$ cat src/rtl/bcd_pkg.sv
// +--------------------------------------------------------------------+
// | bcd_pkg: shared state encoding and sizing helper for bcd_conv_ctrl  |
// | Rev 1.0 - initial release                                          |
// +--------------------------------------------------------------------+
`timescale 1ns/1ps
`default_nettype none

package bcd_pkg;

  typedef enum logic [1:0] {
    IDLE  = 2'd0,
    LOAD  = 2'd1,
    SHIFT = 2'd2,
    DONE  = 2'd3
  } state_t;

  localparam int ADD3_THRESH = 5;

  // Smallest digit count d with 10^d > 2^width.
  function automatic int min_digits(input int width);
    longint limit;
    longint pow10;
    int     d;
    limit = longint'(1) << width;
    pow10 = 1;
    d     = 0;
    for (int i = 0; i < 20; i++) begin
      if (pow10 <= limit) begin
        pow10 = pow10 * 10;
        d++;
      end
    end
    return d;
  endfunction

endpackage

`default_nettype wire

$ cat src/rtl/dabble_step.sv
// +--------------------------------------------------------------------+
// | dabble_step: one combinational add-3-then-shift double-dabble step  |
// | Rev 1.0 - initial release                                          |
// +--------------------------------------------------------------------+
`timescale 1ns/1ps
`default_nettype none

module dabble_step
  import bcd_pkg::*;
#(
  parameter int WIDTH  = 8,
  parameter int DIGITS = 3
) (
  input  logic [4*DIGITS-1:0] bcd_cur,
  input  logic [WIDTH-1:0]    bin_cur,
  output logic [4*DIGITS-1:0] bcd_nxt,
  output logic [WIDTH-1:0]    bin_nxt
);

  logic [4*DIGITS-1:0] w_adj;
  logic                w_unused_msb;

  for (genvar i = 0; i < DIGITS; i++) begin : g_nibble
    assign w_adj[4*i +: 4] = (bcd_cur[4*i +: 4] >= 4'(ADD3_THRESH)) ?
                             bcd_cur[4*i +: 4] + 4'd3 : bcd_cur[4*i +: 4];
  end

  // With enough digits the top adjusted bit is always 0, so it is shifted out.
  assign bcd_nxt      = {w_adj[4*DIGITS-2:0], bin_cur[WIDTH-1]};
  assign bin_nxt      = {bin_cur[WIDTH-2:0], 1'b0};
  assign w_unused_msb = w_adj[4*DIGITS-1];

endmodule

`default_nettype wire

$ cat src/rtl/bcd_conv_ctrl.sv
// +--------------------------------------------------------------------+
// | bcd_conv_ctrl: sequential binary-to-BCD controller, 1-deep pending  |
// | Optional macro BCD_BLANK_EN enables the leading-zero blank mask.    |
// | Rev 1.0 - initial release                                          |
// +--------------------------------------------------------------------+
`timescale 1ns/1ps
`default_nettype none

module bcd_conv_ctrl
  import bcd_pkg::*;
#(
  parameter int WIDTH  = 8,
  parameter int DIGITS = 3
) (
  input  logic                clk,
  input  logic                rst_n,
  input  logic [WIDTH-1:0]    bin_in,
  input  logic                bin_valid,
  output logic                ready,
  output logic                busy,
  output logic [4*DIGITS-1:0] bcd_out,
  output logic                bcd_valid,
  output logic [DIGITS-1:0]   blank,
  output logic                overrun
);

  localparam int             CW        = $clog2(WIDTH + 1);
  localparam logic [CW-1:0]  LAST_STEP = CW'(WIDTH - 1);

  if (DIGITS < min_digits(WIDTH)) begin : g_digits_check
    $error("bcd_conv_ctrl: DIGITS too small for WIDTH");
  end

  state_t              r_state;
  logic [WIDTH-1:0]    r_bin;
  logic [4*DIGITS-1:0] r_acc;
  logic [CW-1:0]       r_count;
  logic [WIDTH-1:0]    r_pend;
  logic                r_pend_full;
  logic [4*DIGITS-1:0] w_acc_nxt;
  logic [WIDTH-1:0]    w_bin_nxt;

  dabble_step #(
    .WIDTH  (WIDTH),
    .DIGITS (DIGITS)
  ) u_step (
    .bcd_cur (r_acc),
    .bin_cur (r_bin),
    .bcd_nxt (w_acc_nxt),
    .bin_nxt (w_bin_nxt)
  );

  always_ff @(posedge clk or negedge rst_n) begin
    if (!rst_n) begin
      r_state     <= IDLE;
      r_bin       <= '0;
      r_acc       <= '0;
      r_count     <= '0;
      r_pend      <= '0;
      r_pend_full <= 1'b0;
      bcd_out     <= '0;
      bcd_valid   <= 1'b0;
      overrun     <= 1'b0;
    end else begin
      bcd_valid <= 1'b0;
      case (r_state)
        IDLE: begin
          // A fresh request beats a queued one; the queued value is lost.
          if (bin_valid) begin
            r_bin   <= bin_in;
            r_state <= LOAD;
            if (r_pend_full) begin
              r_pend_full <= 1'b0;
              overrun     <= 1'b1;
            end
          end else if (r_pend_full) begin
            r_bin       <= r_pend;
            r_pend_full <= 1'b0;
            r_state     <= LOAD;
          end
        end
        LOAD: begin
          r_acc   <= '0;
          r_count <= '0;
          r_state <= SHIFT;
        end
        SHIFT: begin
          r_acc   <= w_acc_nxt;
          r_bin   <= w_bin_nxt;
          r_count <= r_count + CW'(1);
          if (r_count == LAST_STEP) r_state <= DONE;
        end
        DONE: begin
          bcd_out   <= r_acc;
          bcd_valid <= 1'b1;
          r_state   <= IDLE;
        end
        default: r_state <= IDLE;
      endcase

      if (bin_valid && (r_state != IDLE)) begin
        r_pend      <= bin_in;
        r_pend_full <= 1'b1;
        if (r_pend_full) overrun <= 1'b1;
      end
    end
  end

  assign ready = (r_state == IDLE) && !r_pend_full;
  assign busy  = (r_state == LOAD) || (r_state == SHIFT);

`ifdef BCD_BLANK_EN
  logic [DIGITS-1:0] w_blank;

  // Digit 0 is never blanked so a zero value still shows one digit.
  always_comb begin
    logic zero_above;
    zero_above = 1'b1;
    w_blank    = '0;
    for (int i = DIGITS - 1; i >= 1; i--) begin
      zero_above = zero_above & (r_acc[4*i +: 4] == 4'd0);
      w_blank[i] = zero_above;
    end
  end

  always_ff @(posedge clk or negedge rst_n) begin
    if (!rst_n) begin
      blank <= '0;
    end else if (r_state == DONE) begin
      blank <= w_blank;
    end
  end
`else
  assign blank = '0;
`endif

endmodule

`default_nettype wire

$ cat config.mk
export PLATFORM = sky130hd
export DESIGN_NAME = bcd_conv_ctrl
export DESIGN_NICKNAME = d
export VERILOG_FILES = /design/src/rtl/bcd_pkg.sv /design/src/rtl/dabble_step.sv /design/src/rtl/bcd_conv_ctrl.sv
export SDC_FILE = /design/constraint.sdc
export NUM_CORES = 1
export LEC_CHECK = 0
export ABC_AREA = 1
export BUFFER_PORTS_ARGS = -buffer_cell sky130_fd_sc_hd__buf_2
export CORE_MARGIN = 8
export CORE_UTILIZATION = 52
export CTS_CLUSTER_SIZE = 10
export DETAILED_ROUTE_END_ITERATION = 10
export PLACE_DENSITY_LB_ADDON = 0.25
export SLEW_MARGIN = 25
export SYNTH_ARGS = -nofsm -noshare
export SYNTH_HDL_FRONTEND = slang
export SYNTH_SLANG_ARGS = --single-unit
$ cat constraint.sdc
create_clock -name clk -period 1.2 [get_ports clk]
set_clock_uncertainty 0.05 [all_clocks]
set_input_delay 0.06 -clock clk [delete_from_list [all_inputs] [get_ports clk]]
set_output_delay 0.06 -clock clk [all_outputs]
set_load 0.03 [all_outputs]
After elaboration in Yosys (flattened, before gate mapping)
Cells that the tools add are included.
{"block": "word_totals", "input_bits": 11, "register_bits": 49}
{"block": "classes", "n_reduce_logical": 11, "order_cmp": 3, "n_addsub": 4, "muxes": 20, "n_eq_ne": 6}
{"operator": "$pmux W12 S2", "n": 1}
{"operator": "$mux W8", "n": 2}
{"operator": "$pmux W8 S2", "n": 1}
{"operator": "$ge A4 B3 Y1 const B", "n": 3}
{"operator": "$add A4 B2 Y4 const B", "n": 2}
{"operator": "$mux W1", "n": 8}
{"operator": "$mux W4", "n": 2}
{"operator": "$pmux W2 S4", "n": 1}
{"operator": "$pmux W4 S2", "n": 1}
{"operator": "$reduce_bool A2 Y1", "n": 4}
{"operator": "$mux W2", "n": 3}
{"operator": "$add A4 B1 Y4 const B", "n": 1}
{"operator": "$eq A2 B2 Y1 const B", "n": 2}
{"operator": "$eq A4 B3 Y1 const B", "n": 1}
{"operator": "$reduce_and A2 Y1", "n": 2}
{"operator": "$add A3 B2 Y3 const B", "n": 1}
{"operator": "$mux W3", "n": 1}
{"operator": "$ne A3 B3 Y1 const B", "n": 1}
{"operator": "$eq A2 B1 Y1 const B", "n": 1}
{"operator": "$logic_and A1 B1 Y1", "n": 2}
{"operator": "$logic_not A2 Y1", "n": 1}
{"operator": "$ne A2 B2 Y1 const B", "n": 1}
{"operator": "$logic_not A1 Y1", "n": 1}
{"operator": "$logic_or A1 B1 Y1", "n": 1}

Longest topological paths before layout
{"block": "depth", "word_depth": 5, "mapped_depth": 9, "ltp_nobuf": 9}

By module
From an unflattened synthesis, not the netlist that was laid out.
{"block": "unflattened", "cells_unflattened": 325, "hier_area_um2": 2642.5}
{"module": "bcd_conv_ctrl", "seq_area_each_um2": 1226.2, "n_inst": 1, "area_each_um2": 2212.1, "cells_per_inst": 252}
{"module": "dabble_step", "seq_area_each_um2": 0.0, "n_inst": 1, "area_each_um2": 430.4, "cells_per_inst": 73}

Worst setup path after synthesis
No wires, ideal clock.
{"block": "synth_path", "kind": "flip-flop to flip-flop", "start": "register r_state[0]", "end": "register r_state[1]", "synth_period_minus_slack_ns": 1.577, "required_ns": 1.074, "t_arrival_ns": 1.450, "stages_incl_launch_ff": 9, "setup_time_ns": 0.076, "slack_ns": -0.377, "path_cell_list": "dfrtp_1 inv_1 ha_1 inv_2 nor2_1 nand2_1 nand2_1 nand2_1 o21ai_1"}
{"block": "synth_between", "elab_chain_len": 3}
{"item": "from (decl)", "line_no": "bcd_conv_ctrl.sv:34", "source": "state_t r_state;"}
{"item": "from (signal assigned)", "line_no": "bcd_conv_ctrl.sv:55", "source": "r_state <= IDLE;"}
{"item": "from (signal assigned)", "line_no": "bcd_conv_ctrl.sv:71", "source": "r_state <= LOAD;"}
{"item": "from (signal assigned)", "line_no": "bcd_conv_ctrl.sv:79", "source": "r_state <= LOAD;"}
{"item": "$eq A2 B2 Y1 / $logic_not A2 Y1 (equally long branches)", "line_no": "bcd_conv_ctrl.sv:66", "source": "case (r_state)"}
{"item": "$ne A2 B2 Y1 (no source line) / $ne A3 B3 Y1 (equally long branches)"}
{"item": "$reduce_and A2 Y1 (no source line)"}
Parallel ways exist; a longest one is shown, timed or not.
A chain may end at the register's enable or synchronous reset.

Final worst setup path
{"block": "layout_path", "start": "register r_state[0]", "end": "output busy"}
{"block": "layout_between", "elab_chain_len": 2}
{"item": "$eq A2 B1 Y1 / $eq A2 B2 Y1 (equally long branches)", "line_no": "bcd_conv_ctrl.sv:110", "source": "assign busy = (r_state == LOAD) || (r_state == SHIFT);"}
{"item": "$logic_or A1 B1 Y1 *", "line_no": "bcd_conv_ctrl.sv:110"}
{"item": "to (decl)", "line_no": "bcd_conv_ctrl.sv:20", "source": "output logic busy,"}
Mark *: on every way between the ends. The rest lies on a longest branch, timed or not.

==> results.toml <==
[pwr]
pwr_density_cell_nw_per_um2 = 2640
fin_total_pwr_w = 0.00900
peakVddDrop_mv = 1.49
leakagePower_nw = 1.74

[run]
cap_violations = 0

[synthesis]
synthXorXnorAreaFrac = 0
synth.top_cell.area_share = 0.508
synth_top_family_by_area = "simple AND/OR/NAND/NOR gates"
yosysSeqAreaShare = 0.508
synthAdderAreaFrac = 0.0518
yosysWarnings = 0
syn_inst = 266
synth_area_leaders = "dfrtp_1, nand2_1, ha_1"
synth_cell_type_count = 26
synth_compound_area_frac = 0.0819
synthesis.area_um2 = 2410
ys_ff_latch = 49
synthSimpleGateAreaFrac = 0.224
synth_top_cell_by_area = "dfrtp_1"
avgSynthCellArea_um2 = 9.08
muxShareOfSynthArea = 0.0637

[critical_path]
start_kind = "register"
crit_arrival_ns = 1.33
worstPathCellList = "inv_2 -> ha_4 -> buf_6 -> buf_6"
cp_num_buf_inv = 3
critPathKind = "reg2out"
path_max_fanout = 4
crit_family = "flip-flops"
cp.required_ns = 1.09
cp_common_cell = "buf_6"
cp_slowest_stage_delay_ns = 0.40
crit_slowest_cell = "dfrtp_1"
cp-end-kind = "output port"

[clocking]
clock_latency_ns = 0.31
cts_root_buf = "clkbuf_8"
cts_buffers = 5
clkTransAtPathRegs_ns = 0.09
htree_levels = 2
clockBufferDepth = 2
cts_tree = "yes"
cts.sinks = 49

[drt]
wl_per_cell_um = 14.1
routed_wl_um = 5640
vias = 2048
ant_nets = 0
drc_errors = 0
drt-vias-per-instance = 5.13
drtIter0Drc = 97
dr.pass1.iters = 4

[placed_design]
portBuffers = 26
placed_cells = 364
hpwl_um = 3270
gp_routability_congestion = 0.820
preCtsSetupSlack_ns = -0.188

[sta]
clock.fmax_ghz = 0.697
grt_setup_unrepaired = "true"
setup_slack_ns = -0.235
final-setup-viol-count = 47
slew_viol_final = 0
setup_tns_ns = -7.52
hold_viol = 0
fin_crit_sh = 1.20
period_minus_slack_ns = 1.44

[floorplan]
die_w_um = 84.1
dieArea_um2 = 7080
ios = 30
core_um2 = 4410
start_util = 0.547
fp-row-count = 24
die_h_um = 84.1

[grt]
grt_pass1_wl_um = 9290
grt_max_degree = 50
grt_pass1_vias = 2035
grt_use_met2 = 0.258
grt_busiest_layer = "met2"
track_usage = 0.157
antenna_found_initial = 0
use_met3 = 0.0560
grt.met1_usage = 0.186
grt_remaining_overflow = 0

[finish]
fill_cells = 280
antenna-diode-count = 0
drive_above_1_share = 0.412
nets = 367
final_cells = 399
final_common_cell = "nand2_1"
fin_util = 0.773
most-common-layout-cells = "nand2_1, dfrtp_1, buf_4, buf_2"
area.growth.synth_to_final_pct = 41.2

[status]
status = "finished, violations left"
violations = "negative setup slack"

[min_path]
hold_class = "in2reg"
layer usage:
layer,part of all wire,wire length (µm)
met5,0,0
met4,0.015,85
met3,0.047,265
met2,0.51,2890
met1,0.43,2400
final cells by class:
type	count	area, µm²	share of cell area
Multi-Input combinational cell	188	1240	0.364
Inverter	24	125	0.0367
Timing Repair inverter	1	11.3	0.00330
Timing Repair Buffer	77	628	0.184
Tap cell	52	65.1	0.0191
Clock inverter	3	46.3	0.0136
Clock buffer	5	68.8	0.0202
Sequential cell	49	1230	0.360
sequential cells by signal, indices dropped and copies added (netlist names):
register / count
r_state: 2
r_pend_full: 1
bcd_out: 12
r_acc: 12
r_bin: 8
bcd_valid: 1
r_count: 4
overrun: 1
r_pend: 8
final timing paths:
check                                             from                       to  slack [ns]  depth (start not counted)
worst max-delay path            r_state[0]$_DFFE_PN0P_                     busy       -0.24                          4
worst min-delay path                         bin_valid  r_pend_full$_DFFE_PN0P_        0.15                          3
worst max register to register  r_state[0]$_DFFE_PN0P_     r_bin[4]$_DFFE_PN0P_       -0.23                          8
worst min register to register   r_acc[11]$_DFFE_PN0P_    r_acc[11]$_DFFE_PN0P_        0.44                          2
max in group asynchronous                        rst_n     r_acc[1]$_DFFE_PN0P_        0.65                          3
min in group asynchronous                        rst_n   r_state[0]$_DFFE_PN0P_        0.21                          3
stage by stage:
step / area [µm²] / hold slack [ns]
final: 3410 / 0.153
after CTS: 3320 / 0.144
after global placement: 2820 / 0.0169
after floorplan: 2470 / -0.286
after detailed placement: 2820 / 0.0180
after global routing: 3410 / 0.161
power breakdown:
part | switching, W | internal, W
Combinational | 0.00285 | 0.00234
Sequential | 0.000368 | 0.00225
Clock | 0.000579 | 0.000624
what timing repair did:
action | 4_1_cts | 5_1_grt
resized for setup | 58 | 15
hold buffers | 9 | 0
endpoints found under the hold margin | 58 | 0
cloned | 2 | 1
buffers inserted | 13 | 2
pin swaps | 11 | 9
endpoints found under the setup margin | 43 | 49
Yosys cell counts:
master and number:
o22ai_1 2, dfrtp_1 49, mux2_4 8, nand3_1 20, mux2_2 3, nor2_1 15, buf_2 3, o21bai_1 1
nand2_1 85, buf_6 3, conb_1 1, clkinv_4 1, o21ai_0 6, inv_2 4, o21a_1 1, inv_1 19
nand2_8 1, nor3_1 1, ha_1 10, nand2_2 1, nor3_2 1, o211ai_1 8, o21ai_1 4, a21oi_1 12
nand4_1 4, buf_4 3
worst register-to-register path, stage by stage (launching register included):
cell	delay, ns
dfrtp_1	0.42
inv_2	0.11
ha_4	0.19
inv_8	0.07
buf_6	0.12
nand2_4	0.08
nand2_4	0.09
o211ai_1	0.10
nand2_1	0.08
logic make-up after synthesis:
| group | Yosys count |
|---|---|
| muxes | 11 |
| AOI/OAI and AO/OA | 34 |
| DFF | 49 |
| buffers and inverters | 33 |
| other | 1 |
| and+or+nand+nor | 128 |
| adders and majority gates | 10 |
Note: power is estimated with default switching activity, not from simulation.
